$ cat src/rtl/vga_timing_pkg.sv
// Shared raster timing defaults for the 640x480@60 timer and its axis counters.
// Counters are CNT_W bits wide, so any axis total must stay at or below 1024.
package vga_timing_pkg;

    localparam int CNT_W  = 10;
    localparam int FCNT_W = 16;

    localparam int DEF_H_VISIBLE = 640;
    localparam int DEF_H_FP      = 16;
    localparam int DEF_H_SYNC    = 96;
    localparam int DEF_H_BP      = 48;

    localparam int DEF_V_VISIBLE = 480;
    localparam int DEF_V_FP      = 10;
    localparam int DEF_V_SYNC    = 2;
    localparam int DEF_V_BP      = 33;

    function automatic int axis_total(input int visible, input int fp, input int sync, input int bp);
        return visible + fp + sync + bp;
    endfunction

    function automatic int sync_start(input int visible, input int fp);
        return visible + fp;
    endfunction

endpackage

$ cat src/rtl/vga_timer_if.sv
// Raster timing bundle: the timer drives it (master), pixel generators read it (slave).
interface vga_timer_if;
    import vga_timing_pkg::*;

    logic [CNT_W-1:0]  h_counter;
    logic [CNT_W-1:0]  v_counter;
    logic              hsync;
    logic              vsync;
    logic              video_on;
    logic              pix_tick;
    logic              line_start;
    logic              frame_start;
    logic [FCNT_W-1:0] frame_count;

    // No handshake: every field is a registered, mutually aligned level or one-clock strobe.
    modport master (
        output h_counter, v_counter, hsync, vsync, video_on,
        output pix_tick, line_start, frame_start, frame_count
    );

    modport slave (
        input h_counter, v_counter, hsync, vsync, video_on,
        input pix_tick, line_start, frame_start, frame_count
    );

endinterface

$ cat src/rtl/vga_axis_counter.sv
// One raster axis: wrapping position counter plus registered active and sync flags,
// all derived from the next-state count so they line up with the count itself.
module vga_axis_counter
    import vga_timing_pkg::*;
#(
    parameter int TOTAL      = axis_total(DEF_H_VISIBLE, DEF_H_FP, DEF_H_SYNC, DEF_H_BP),
    parameter int VISIBLE    = DEF_H_VISIBLE,
    parameter int SYNC_START = sync_start(DEF_H_VISIBLE, DEF_H_FP),
    parameter int SYNC_END   = sync_start(DEF_H_VISIBLE, DEF_H_FP) + DEF_H_SYNC
) (
    input  logic             clk,
    input  logic             clear_n,
    input  logic             en,
    output logic [CNT_W-1:0] count,
    output logic             wrap,
    output logic             active,
    output logic             sync_n
);

    localparam logic [CNT_W-1:0] LAST    = CNT_W'(TOTAL - 1);
    // One extra bit so a boundary equal to 1024 still compares correctly.
    localparam logic [CNT_W:0]   VIS_C   = (CNT_W + 1)'(VISIBLE);
    localparam logic [CNT_W:0]   SYNC_LO = (CNT_W + 1)'(SYNC_START);
    localparam logic [CNT_W:0]   SYNC_HI = (CNT_W + 1)'(SYNC_END);

    logic [CNT_W-1:0] count_q;
    logic [CNT_W-1:0] count_d;
    logic [CNT_W:0]   count_ext;
    logic             active_q;
    logic             active_d;
    logic             sync_n_q;
    logic             sync_n_d;

    assign wrap = en && (count_q == LAST);

    always_comb begin
        count_d = count_q;
        if (en) begin
            count_d = (count_q == LAST) ? '0 : count_q + CNT_W'(1);
        end
    end

    always_comb begin
        count_ext = {1'b0, count_d};
        active_d  = (count_ext < VIS_C);
        sync_n_d  = !((count_ext >= SYNC_LO) && (count_ext < SYNC_HI));
    end

    always_ff @(posedge clk or negedge clear_n) begin
        if (!clear_n) begin
            count_q  <= LAST;
            active_q <= 1'b0;
            sync_n_q <= 1'b1;
        end else begin
            count_q  <= count_d;
            active_q <= active_d;
            sync_n_q <= sync_n_d;
        end
    end

    assign count  = count_q;
    assign active = active_q;
    assign sync_n = sync_n_q;

endmodule

$ cat src/rtl/vga_timer.sv
// Master raster timing generator: pixel-enable divider, horizontal and vertical axis
// counters, sync/video outputs, per-line/per-frame strobes and a wrapping frame counter.
module vga_timer
    import vga_timing_pkg::*;
#(
    parameter int CLK_DIV   = 1,
    parameter int H_VISIBLE = DEF_H_VISIBLE,
    parameter int H_FP      = DEF_H_FP,
    parameter int H_SYNC    = DEF_H_SYNC,
    parameter int H_BP      = DEF_H_BP,
    parameter int V_VISIBLE = DEF_V_VISIBLE,
    parameter int V_FP      = DEF_V_FP,
    parameter int V_SYNC    = DEF_V_SYNC,
    parameter int V_BP      = DEF_V_BP
) (
    input  logic        clk,
    input  logic        clear_n,
    vga_timer_if.master vga
);

    localparam int H_TOTAL      = axis_total(H_VISIBLE, H_FP, H_SYNC, H_BP);
    localparam int V_TOTAL      = axis_total(V_VISIBLE, V_FP, V_SYNC, V_BP);
    localparam int H_SYNC_START = sync_start(H_VISIBLE, H_FP);
    localparam int V_SYNC_START = sync_start(V_VISIBLE, V_FP);
    localparam int DIV_W        = (CLK_DIV > 1) ? $clog2(CLK_DIV) : 1;
    localparam logic [DIV_W-1:0] DIV_LAST = DIV_W'(CLK_DIV - 1);

    logic [DIV_W-1:0]  div_cnt_q;
    logic [DIV_W-1:0]  div_cnt_d;
    logic              pe;
    logic              h_wrap;
    logic              v_wrap;
    logic              v_en;
    logic [CNT_W-1:0]  h_count;
    logic [CNT_W-1:0]  v_count;
    logic              h_active;
    logic              v_active;
    logic              h_sync_n;
    logic              v_sync_n;
    logic              pix_tick_q;
    logic              line_start_q;
    logic              frame_start_q;
    logic [FCNT_W-1:0] frame_count_q;
    logic [FCNT_W-1:0] frame_count_d;

    // The first pixel enable lands on the CLK_DIV-th edge after reset release.
    assign pe = (div_cnt_q == DIV_LAST);

    always_comb begin
        div_cnt_d = pe ? '0 : div_cnt_q + DIV_W'(1);
    end

    assign v_en = pe && h_wrap;

    vga_axis_counter #(
        .TOTAL      (H_TOTAL),
        .VISIBLE    (H_VISIBLE),
        .SYNC_START (H_SYNC_START),
        .SYNC_END   (H_SYNC_START + H_SYNC)
    ) u_h_axis (
        .clk     (clk),
        .clear_n (clear_n),
        .en      (pe),
        .count   (h_count),
        .wrap    (h_wrap),
        .active  (h_active),
        .sync_n  (h_sync_n)
    );

    vga_axis_counter #(
        .TOTAL      (V_TOTAL),
        .VISIBLE    (V_VISIBLE),
        .SYNC_START (V_SYNC_START),
        .SYNC_END   (V_SYNC_START + V_SYNC)
    ) u_v_axis (
        .clk     (clk),
        .clear_n (clear_n),
        .en      (v_en),
        .count   (v_count),
        .wrap    (v_wrap),
        .active  (v_active),
        .sync_n  (v_sync_n)
    );

    // v_wrap already implies pe and h_wrap, so it marks the clock entering (0,0).
    always_comb begin
        frame_count_d = v_wrap ? frame_count_q + FCNT_W'(1) : frame_count_q;
    end

    always_ff @(posedge clk or negedge clear_n) begin
        if (!clear_n) begin
            div_cnt_q     <= '0;
            pix_tick_q    <= 1'b0;
            line_start_q  <= 1'b0;
            frame_start_q <= 1'b0;
            frame_count_q <= '0;
        end else begin
            div_cnt_q     <= div_cnt_d;
            pix_tick_q    <= pe;
            line_start_q  <= h_wrap;
            frame_start_q <= v_wrap;
            frame_count_q <= frame_count_d;
        end
    end

    assign vga.h_counter   = h_count;
    assign vga.v_counter   = v_count;
    assign vga.hsync       = h_sync_n;
    assign vga.vsync       = v_sync_n;
    assign vga.video_on    = h_active && v_active;
    assign vga.pix_tick    = pix_tick_q;
    assign vga.line_start  = line_start_q;
    assign vga.frame_start = frame_start_q;
    assign vga.frame_count = frame_count_q;

endmodule

$ cat src/flat_wrapper.sv
// flat-port wrapper written by rule: the top's interface ports become plain ports
module vga_timer_flat import vga_timing_pkg::*;
#(
    parameter int CLK_DIV   = 1,
    parameter int H_VISIBLE = DEF_H_VISIBLE,
    parameter int H_FP      = DEF_H_FP,
    parameter int H_SYNC    = DEF_H_SYNC,
    parameter int H_BP      = DEF_H_BP,
    parameter int V_VISIBLE = DEF_V_VISIBLE,
    parameter int V_FP      = DEF_V_FP,
    parameter int V_SYNC    = DEF_V_SYNC,
    parameter int V_BP      = DEF_V_BP
)
  (clk, clear_n, vga_h_counter, vga_v_counter, vga_hsync, vga_vsync, vga_video_on, vga_pix_tick, vga_line_start, vga_frame_start, vga_frame_count);
  vga_timer_if vga_i ();
  input  logic clk;
  input  logic clear_n;
  output wire logic [$bits(vga_i.h_counter)-1:0] vga_h_counter;
  output wire logic [$bits(vga_i.v_counter)-1:0] vga_v_counter;
  output wire logic [$bits(vga_i.hsync)-1:0] vga_hsync;
  output wire logic [$bits(vga_i.vsync)-1:0] vga_vsync;
  output wire logic [$bits(vga_i.video_on)-1:0] vga_video_on;
  output wire logic [$bits(vga_i.pix_tick)-1:0] vga_pix_tick;
  output wire logic [$bits(vga_i.line_start)-1:0] vga_line_start;
  output wire logic [$bits(vga_i.frame_start)-1:0] vga_frame_start;
  output wire logic [$bits(vga_i.frame_count)-1:0] vga_frame_count;
  assign vga_h_counter = vga_i.h_counter;
  assign vga_v_counter = vga_i.v_counter;
  assign vga_hsync = vga_i.hsync;
  assign vga_vsync = vga_i.vsync;
  assign vga_video_on = vga_i.video_on;
  assign vga_pix_tick = vga_i.pix_tick;
  assign vga_line_start = vga_i.line_start;
  assign vga_frame_start = vga_i.frame_start;
  assign vga_frame_count = vga_i.frame_count;
  vga_timer #(.CLK_DIV(CLK_DIV), .H_VISIBLE(H_VISIBLE), .H_FP(H_FP), .H_SYNC(H_SYNC), .H_BP(H_BP), .V_VISIBLE(V_VISIBLE), .V_FP(V_FP), .V_SYNC(V_SYNC), .V_BP(V_BP)) u_core (.clk(clk), .clear_n(clear_n), .vga(vga_i));
endmodule
$ cat config.mk
export PLATFORM = sky130hd
export DESIGN_NAME = vga_timer_flat
export DESIGN_NICKNAME = d
export VERILOG_FILES = /design/src/rtl/vga_timing_pkg.sv /design/src/rtl/vga_timer_if.sv /design/src/rtl/vga_axis_counter.sv /design/src/rtl/vga_timer.sv /design/src/flat_wrapper.sv
export SDC_FILE = /design/constraint.sdc
export NUM_CORES = 1
export LEC_CHECK = 0
export ABC_AREA = 1
export BUFFER_PORTS_ARGS = -buffer_cell sky130_fd_sc_hd__buf_4
export CAP_MARGIN = 30
export CELL_PAD_IN_SITES_DETAIL_PLACEMENT = 0
export CELL_PAD_IN_SITES_GLOBAL_PLACEMENT = 2
export CORE_MARGIN = 2
export CORE_UTILIZATION = 36
export CTS_BUF_LIST = sky130_fd_sc_hd__clkbuf_8
export DETAILED_ROUTE_END_ITERATION = 10
export PLACE_DENSITY_LB_ADDON = 0.15
export SLEW_MARGIN = 30
export SYNTH_ARGS = -nofsm -noshare
export SYNTH_HDL_FRONTEND = slang
export SYNTH_HIERARCHICAL = 1
export SYNTH_SLANG_ARGS = --single-unit
$ cat constraint.sdc
create_clock -name clk -period 5 [get_ports clk]
set_clock_uncertainty 0.05 [all_clocks]
set_input_delay 0.5 -clock clk [delete_from_list [all_inputs] [get_ports clk]]
set_output_delay 0.5 -clock clk [all_outputs]
set_load 0.02 [all_outputs]
==> impl_metrics.tcl, run 1 <==
set metrics [dict create \
    status "finished, violations left" \
    violations "DRC" \
    fmax_mhz 325.4 \
    fp.dieH_um 85.82 \
    vias 1868 \
    grt_start_max_net_pins 44 \
    clock_path_buffers 2 \
    first_pass_iters 10 \
    cts_buffers 5 \
    end_kind "flip-flop" \
    ir_worst_vdd_mv 0.1220 \
    grt_use_met1_pct 21.00 \
    min_period_ns 3.074 \
    gr-usage-met2_pct 25.28 \
    synth_seq_area_share_pct 45.28 \
    synth_top_area_cell "dfrtp_1" \
    cts-root-buf "clkbuf_8" \
    ys_ff_latch 43 \
    r2r_start "u_core/u_h_axis/count[0]$_DFF_PN1_" \
    syn_area_um2 2410 \
    routed_wl_um 5185 \
    final_core_util_pct 45.37 \
    slew_headroom_pct 38.82 \
    cts_resized 0 \
    clk_pin_slew_ns 0.08 \
    hold_viol 0 \
    final_cell_mix "nand2_1, buf_4, inv_1" \
    routabilityCongestion 0.7933 \
    syn_to_final_growth_pct 20.92 \
    timing.hold.ws_ns 0.1281 \
    rsz0062_at_grt "no" \
    tightest_slew_ns 0.9143 \
    cp_top_family "simple AND/OR/NAND/NOR gates" \
    die_area_um2 7364 \
    layout_commonest_cell "nand2_1" \
    antenna_cells 0 \
    syn_inst 294 \
    antenna_found_initial 0 \
    post-dp-hpwl_um 3922 \
    fin_nets 355 \
    grt_pass1_vias 1887 \
    cts_tree "yes" \
    grt.met3_usage_pct 3.369 \
    io_buffer_count 43 \
    critPathLaunchType "flip-flop" \
    p_leak_nw 1.523 \
    worstPathArrival_ns 3.21 \
    vias_per_cell 4.375 \
    final_max_slew_viol_count 0 \
    drive_gt1_share_pct 30.00 \
    initial_core_util_pct 37.52 \
    ys_warn_count 6 \
    rows 29 \
    hp-class "input pin to asynchronous set/reset pin" \
    startpoint "u_core/u_h_axis/count[0]$_DFF_PN1_" \
    setup_violations 0 \
    crit_type "flip-flop to flip-flop" \
    cts.sinks 43 \
    power_per_cell_area_nw_per_um2 328.5 \
    post_cts_buffers 0 \
    drc 2 \
    synth_area_leaders "dfrtp_1, dfstp_2, nand2_1" \
    maxCapViolations 0 \
    required_ns 5.14 \
    top_usage_layer "met2" \
    clk_latency_ns 0.29 \
    h-tree-depth 2 \
    post_drt_wl_per_cell_um 12.14 \
    overflow 0 \
    synth_top_cell_area_share_pct 32.19 \
    max_stage_delay_ns 0.73 \
    synth.avg_cell_area_um2 8.197 \
    crit_buf_inv 3 \
    hold_buffers 0 \
    die_width_um 85.82 \
    crit_chain "ha_1 > nand4_1 > nor2_4 > inv_1 > nor2_1 > inv_2 > nor2_1 > nand2_1 > nor2_2 > nand3_1 > nand2_1 > inv_1" \
    core-area_um2 6422 \
    grt_first_pass_wirelength_um 9025 \
    path_max_fanout 17 \
    period_share_pct 61.47 \
    fillCellCount 674 \
    grt_usage_pct 15.55 \
    io_pins 44 \
    ant_nets 0 \
    yosysUniqueCellTypes 29 \
    drt_iter0_markers 62 \
    finalSetupTns_ns 0 \
    crit_slowest_cell "nor2_1" \
]
-- layer usage --
layer,share of wire [%],vias to the layer above,wire [um]
met5,0,-,0
met4,0.85,0,44
met3,4.0,4,206
met2,46,33,2396
met1,49,834,2538
li1,-,997,-
-- metrics by stage --
step	cells	total power, mW	worst slack [ns]	instance area [um2]
3_3_place_gp	419	0.7606	2.063	2833
2_1_floorplan	301	0.6561	2.624	2436
4_1_cts	427	0.9766	1.920	2914
3_5_place_dp	419	0.7605	1.925	2833
6_report	427	0.9573	1.926	2914
5_1_grt	427	1.030	1.614	2914
-- cells in the mapped netlist (all sizes together) --
cell	instances
a21oi	3
buf	2
clkinv	1
conb	1
dfrtp	31
dfstp	12
ha	4
inv	44
nand2	91
nand3	19
nand3b	2
nand4	9
nor2	52
nor3	3
nor3b	2
o21ai	2
o21bai	1
or2	1
xnor2	6
xor2	8
-- final timing paths --
check	endpoint	slack, ns	cells past startpoint
worst max register to register	u_core/vga.frame_count[15]$_DFFE_PN0P_	1.93	12
worst min-delay path	u_core/u_v_axis/count[4]$_DFF_PN0_	0.13	1
worst max-delay path	u_core/vga.frame_count[15]$_DFFE_PN0P_	1.93	12
min in group clk	u_core/vga.frame_count[10]$_DFFE_PN0P_	0.47	1
worst min register to register	u_core/vga.frame_count[10]$_DFFE_PN0P_	0.47	1
max in group asynchronous	u_core/u_h_axis/sync_n$_DFF_PN1_	4.37	1
-- cell families (layout without fill, tap and decap cells) --
family | Yosys count | count (layout) | synth area share [%]
other cells | 1 | 8 | 0.1556
compound gates | 6 | 6 | 1.506
buf+inv | 47 | 96 | 7.995
fa+ha+maj | 4 | 4 | 2.077
flops | 43 | 43 | 45.27
xor+xnor | 14 | 14 | 5.088
simple gates | 179 | 179 | 37.90
-- state kept, by name (all words and copies together) (netlist names) --
register / flops
u_core/u_h_axis/active: 1
u_core/u_h_axis/count: 10
u_core/u_h_axis/sync_n: 1
u_core/u_v_axis/active: 1
u_core/u_v_axis/count: 10
u_core/u_v_axis/sync_n: 1
u_core/vga.frame_count: 16
u_core/vga.frame_start: 1
u_core/vga.line_start: 1
u_core/vga.pix_tick: 1
-- area by class of cell --
type                       instances  area [um2]  area share [%]
tap                               77       96.34           3.306
timing repair buffer              43       322.8           11.08
sequential                        43        1091           37.44
clock buffer                       5       68.82           2.362
multi-input combinational        211        1152           39.55
inverter                          45       170.2           5.839
clock inverter                     3       12.51          0.4294
-- worst reg2reg max path, stage by stage (launching register included) --
cell and delay [ns]:
dfstp_2 0.57, ha_1 0.22, nand4_1 0.18, nor2_4 0.46
inv_1 0.16, nor2_1 0.74, inv_2 0.10, nor2_1 0.13
nand2_1 0.06, nor2_2 0.13, nand3_1 0.08, nand2_1 0.06
inv_1 0.03
-- power breakdown --
group          total, mW  internal, mW  switching (mW)
clock              0.209        0.0941           0.115
combinational      0.294         0.109           0.185
sequential         0.454         0.409          0.0447
total              0.957         0.612           0.345
(Power assumes the default switching activity.)
==> run 2, diff against run 1 <==
--- a/config.mk
+++ b/config.mk
@@ -11,7 +11,7 @@
 export CELL_PAD_IN_SITES_DETAIL_PLACEMENT = 0
 export CELL_PAD_IN_SITES_GLOBAL_PLACEMENT = 2
 export CORE_MARGIN = 2
-export CORE_UTILIZATION = 36
+export CORE_UTILIZATION = 30
 export CTS_BUF_LIST = sky130_fd_sc_hd__clkbuf_8
 export DETAILED_ROUTE_END_ITERATION = 10
 export PLACE_DENSITY_LB_ADDON = 0.15
==> constraint.sdc (replaced) <==
create_clock -name clk -period 2.6 [get_ports clk]
set_clock_uncertainty 0.05 [all_clocks]
set_input_delay 0.26 -clock clk [delete_from_list [all_inputs] [get_ports clk]]
set_output_delay 0.26 -clock clk [all_outputs]
set_load 0.02 [all_outputs]
==> impl_metrics.tcl, run 2 (synthesized netlist as in run 1, its figures left out) <==
set metrics [dict create \
    end_kind "flip-flop" \
    cp_top_family "simple AND/OR/NAND/NOR gates" \
    multi_input_area_um2 1152 \
    io_pins 44 \
    rsz0062_at_grt "no" \
    routed_wl_um 5613 \
    max_stage_delay_ns 0.57 \
    crit_slowest_cell "dfstp_2" \
    ant_nets 0 \
    io_buffer_count 43 \
    crit_type "flip-flop to flip-flop" \
    register_area_um2 1091 \
    grt_use_met1_pct 18.78 \
    die_width_um 93.63 \
    maxCapViolations 0 \
    final_cell_mix "nand2_1, buf_4, inv_1" \
    timing.hold.ws_ns 0.4435 \
    core-area_um2 7767 \
    power_per_cell_area_nw_per_um2 632.9 \
    clk_latency_ns 0.30 \
    antenna_cells 0 \
    hold_buffers 1 \
    gr-usage-met2_pct 22.06 \
    worstPathArrival_ns 2.46 \
    hp-class "input pin to asynchronous set/reset pin" \
    clock_path_buffers 2 \
    cts_buffers 5 \
    top_usage_layer "met2" \
    fmax_mhz 439.4 \
    overflow 0 \
    first_pass_iters 4 \
    grt_start_max_net_pins 44 \
    grt_pass1_vias 1839 \
    critPathLaunchType "flip-flop" \
    drt_iter0_markers 37 \
    period_share_pct 87.53 \
    drc 0 \
    cts_resized 0 \
    grt.met3_usage_pct 3.304 \
    post_cts_buffers 0 \
    hold_viol 0 \
    p_leak_nw 1.551 \
    syn_to_final_growth_pct 24.30 \
    final_max_slew_viol_count 0 \
    status "finished, final reports clean" \
    fin_nets 360 \
    cts_tree "yes" \
    post_drt_wl_per_cell_um 12.28 \
    finalSetupTns_ns 0 \
    routabilityCongestion 0.7551 \
    required_ns 2.79 \
    tightest_slew_ns 0.5618 \
    fp.dieH_um 93.63 \
    grt_first_pass_wirelength_um 9308 \
    clk_pin_slew_ns 0.09 \
    post-dp-hpwl_um 4161 \
    drive_gt1_share_pct 30.99 \
    layout_commonest_cell "nand2_1" \
    vias 1888 \
    crit_chain "ha_1 > nand4_1 > nor2_4 > buf_4 > nand2_2 > o21ai_1 > nand3_1 > nor2_1 > nand2_1 > nor2_1 > nand2_1" \
    setup_ws_ns 0.3242 \
    slew_headroom_pct 62.55 \
    die_area_um2 8766 \
    dp_slack_ns 0.3230 \
    h-tree-depth 2 \
    setup_violations 0 \
    rows 32 \
    ir_worst_vdd_mv 0.1599 \
    antenna_found_initial 0 \
    min_period_ns 2.276 \
    path_max_fanout 16 \
    initial_core_util_pct 31.02 \
    crit_buf_inv 1 \
    grt_usage_pct 13.80 \
    vias_per_cell 4.131 \
    largest_reg_flops 16 \
    cts.sinks 43 \
    fillCellCount 846 \
    cts-root-buf "clkbuf_8" \
]
-- run 2: cell type report --
cell class                      instances  area share (%)
Clock inverter                          2          0.2924
Inverter                               45           5.681
Sequential cell                        43           36.42
Timing Repair Buffer                   48           12.11
Clock buffer                            6           2.757
Tap cell                              102           4.261
Multi-Input combinational cell        211           38.47
-- run 2: worst register-to-register path, stage by stage (launching register included) --
cell     delay [ns]
dfstp_2        0.57
ha_1           0.23
nand4_1        0.16
nor2_4         0.13
buf_4          0.25
nand2_2        0.13
o21ai_1        0.17
nand3_1        0.11
nor2_1         0.20
nand2_1        0.07
nor2_1         0.09
nand2_1        0.06
-- run 2: path summary, 6_finish.rpt --
path | endpoint | slack, ns | depth (start not counted) | from
max in group asynchronous | u_core/u_h_axis/count[8]$_DFF_PN1_ | 1.67 | 2 | clear_n
setup reg to reg | u_core/u_v_axis/sync_n$_DFF_PN1_ | 0.32 | 11 | u_core/u_h_axis/count[0]$_DFF_PN1_
min in group clk | u_core/vga.frame_count[5]$_DFFE_PN0P_ | 0.47 | 1 | u_core/vga.frame_count[5]$_DFFE_PN0P_
setup / recovery | u_core/u_v_axis/sync_n$_DFF_PN1_ | 0.32 | 11 | u_core/u_h_axis/count[0]$_DFF_PN1_
hold reg to reg | u_core/vga.frame_count[5]$_DFFE_PN0P_ | 0.47 | 1 | u_core/vga.frame_count[5]$_DFFE_PN0P_
hold / removal | u_core/u_v_axis/count[4]$_DFF_PN0_ | 0.44 | 2 | clear_n
-- run 2: per-stage QoR --
step | total power, mW | cell area, um2 | std cells | utilization (%)
after floorplan | 1.262 | 2436 | 301 | -
after global placement | 1.467 | 2894 | 448 | 37.26
after detailed placement | 1.467 | 2894 | 448 | 37.26
after CTS | 1.935 | 2995 | 457 | 38.56
after global routing | 2.038 | 2995 | 457 | 38.56
final | 1.896 | 2995 | 457 | 38.56
-- run 2: power breakdown --
part	leakage, nW	total (mW)	internal, mW	switching (mW)
combinational	0.974	0.566	0.210	0.356
sequential	0.524	0.876	0.787	0.0897
clock	0.0524	0.454	0.211	0.243
-- run 2: metal layers --
layer  up-vias  wire length [um]
met1       844              2718
met4         0                57
met5         -                 0
li1       1004                 -
met2        35              2618
met3         5               219
==> run 3, diff against run 2 <==
--- a/config.mk
+++ b/config.mk
@@ -9,9 +9,9 @@
 export BUFFER_PORTS_ARGS = -buffer_cell sky130_fd_sc_hd__buf_4
 export CAP_MARGIN = 30
 export CELL_PAD_IN_SITES_DETAIL_PLACEMENT = 0
-export CELL_PAD_IN_SITES_GLOBAL_PLACEMENT = 2
+export CELL_PAD_IN_SITES_GLOBAL_PLACEMENT = 1
 export CORE_MARGIN = 2
-export CORE_UTILIZATION = 30
+export CORE_UTILIZATION = 38
 export CTS_BUF_LIST = sky130_fd_sc_hd__clkbuf_8
 export DETAILED_ROUTE_END_ITERATION = 10
 export PLACE_DENSITY_LB_ADDON = 0.15
==> impl_metrics.tcl, run 3 (synthesized netlist as in run 1, its figures left out) <==
set metrics [dict create \
    status "finished, violations left" \
    violations "DRC" \
    p_sw_mw 0.6809 \
    power_per_cell_area_nw_per_um2 660.4 \
    grt_usage_pct 15.91 \
    initial_core_util_pct 38.61 \
    antenna_found_initial 0 \
    tightest_slew_ns 0.5538 \
    ant_nets 0 \
    antenna_cells 0 \
    ir_worst_vdd_mv 0.3891 \
    path_max_fanout 16 \
    routabilityCongestion 0.8116 \
    io_pins 44 \
    crit_chain "ha_1 > nand4_1 > nor2_4 > buf_4 > nand2_2 > o21ai_1 > nand3_1 > nor2_1 > nand2_1 > nor2_1 > nand2_1" \
    p_total_mw 1.957 \
    drt_iter0_markers 99 \
    clock_path_buffers 2 \
    dp_slack_ns 0.3891 \
    crit_buf_inv 1 \
    rows 29 \
    r2r_cells 11 \
    p_sw_share_pct 34.79 \
    cts_tree "yes" \
    setup_violations 0 \
    final_core_util_pct 47.49 \
    min_period_ns 2.196 \
    crit_slowest_cell "dfstp_2" \
    cp.depth 11 \
    io_buffer_count 43 \
    end_kind "flip-flop" \
    largest_reg_flops 16 \
    first_pass_iters 7 \
    fin_nets 358 \
    vias 1942 \
    vias_per_cell 4.516 \
    h-tree-depth 2 \
    rsz0062_at_grt "no" \
    cts.sinks 43 \
    routed_wl_um 5208 \
    final_cell_mix "nand2_1, buf_4, inv_1" \
    overflow 0 \
    cp_top_family "simple AND/OR/NAND/NOR gates" \
    critPathLaunchType "flip-flop" \
    core-area_um2 6241 \
    final_max_slew_viol_count 0 \
    cts_resized 0 \
    drc 2 \
    cts-root-buf "clkbuf_8" \
    worst-r2r-setup-slack_ns 0.40 \
    fmax_mhz 455.3 \
    slew_headroom_pct 63.08 \
    setup_ws_ns 0.4036 \
    fp.dieH_um 83.64 \
    grt_start_max_net_pins 44 \
    clock_power_share_pct 26.1 \
    finalSetupTns_ns 0 \
    drive_gt1_share_pct 30.31 \
    grt_first_pass_wirelength_um 9032 \
    pwr-share-seq_pct 44.9 \
    die_width_um 83.64 \
    hp-class "input pin to asynchronous set/reset pin" \
    crit_type "flip-flop to flip-flop" \
    layout_commonest_cell "nand2_1" \
    clk_latency_ns 0.29 \
    post-dp-hpwl_um 3820 \
    grt_pass1_vias 1938 \
    post_drt_wl_per_cell_um 12.11 \
    p_leak_nw 1.548 \
    period_share_pct 84.48 \
    power.internal_mw 1.276 \
    cts_buffers 5 \
    die_area_um2 6995 \
    timing.hold.ws_ns 0.4417 \
    maxCapViolations 0 \
    max_stage_delay_ns 0.56 \
    required_ns 2.78 \
    hold_viol 0 \
    syn_to_final_growth_pct 23.00 \
    p_comb_share_pct 29.0 \
    worstPathArrival_ns 2.38 \
    clk_pin_slew_ns 0.08 \
]
[run 3: power groups by stage]
stage               sequential, mW  clock, mW  combinational, mW
floorplan                    0.971          0              0.291
global placement             0.887          0              0.569
detailed placement           0.896          0              0.572
CTS                          0.882      0.527              0.575
global route                 0.898      0.566              0.629
finish                       0.879      0.511              0.568
[run 3: path summary, 6_finish.rpt]
check | from | end
min | clear_n | u_core/u_v_axis/count[4]$_DFF_PN0_
min in group clk | u_core/vga.frame_count[11]$_DFFE_PN0P_ | u_core/vga.frame_count[11]$_DFFE_PN0P_
max | u_core/u_h_axis/count[0]$_DFF_PN1_ | u_core/u_v_axis/sync_n$_DFF_PN1_
max reg2reg | u_core/u_h_axis/count[0]$_DFF_PN1_ | u_core/u_v_axis/sync_n$_DFF_PN1_
min reg2reg | u_core/vga.frame_count[11]$_DFFE_PN0P_ | u_core/vga.frame_count[11]$_DFFE_PN0P_
max in group asynchronous | clear_n | u_core/u_h_axis/count[4]$_DFF_PN1_
[run 3: layer usage]
metal / vias to the layer above / track usage (%) / share of wire, % / wire length, um
li1: 1001 / - / - / -
met1: 900 / 22.29 / 50 / 2622
met2: 35 / 24.51 / 44 / 2294
met3: 6 / 3.858 / 4.4 / 229
met4: 0 / 4.692 / 1.2 / 61
met5: - / 0 / 0 / 0
[run 3: area by class of cell]
cell class	count	area, um2
Sequential cell	43	1091
Clock buffer	5	68.82
Inverter	45	170.2
Fill cell	679	3277
Clock inverter	3	37.54
Tap cell	77	96.34
Timing Repair Buffer	46	347.8
Multi-Input combinational cell	211	1152
[run 3: worst register-to-register path, cell delays in order, from the launching register on]
cell and delay (ns):
dfstp_2 0.56, ha_1 0.21, nand4_1 0.16, nor2_4 0.14, buf_4 0.25, nand2_2 0.13
o21ai_1 0.17, nand3_1 0.12, nor2_1 0.13, nand2_1 0.07, nor2_1 0.09, nand2_1 0.06
[run 3: repair_timing]
action                    CTS  global route
hold buffers                1             0
hold endpoints to repair   31             0
buffers inserted            0             0
[run 3: per-stage QoR]
step           cell area, um2  cells
2_1_floorplan            2436    301
3_3_place_gp             2848    421
3_5_place_dp             2848    421
4_1_cts                  2964    430
5_1_grt                  2964    430
6_report                 2964    430
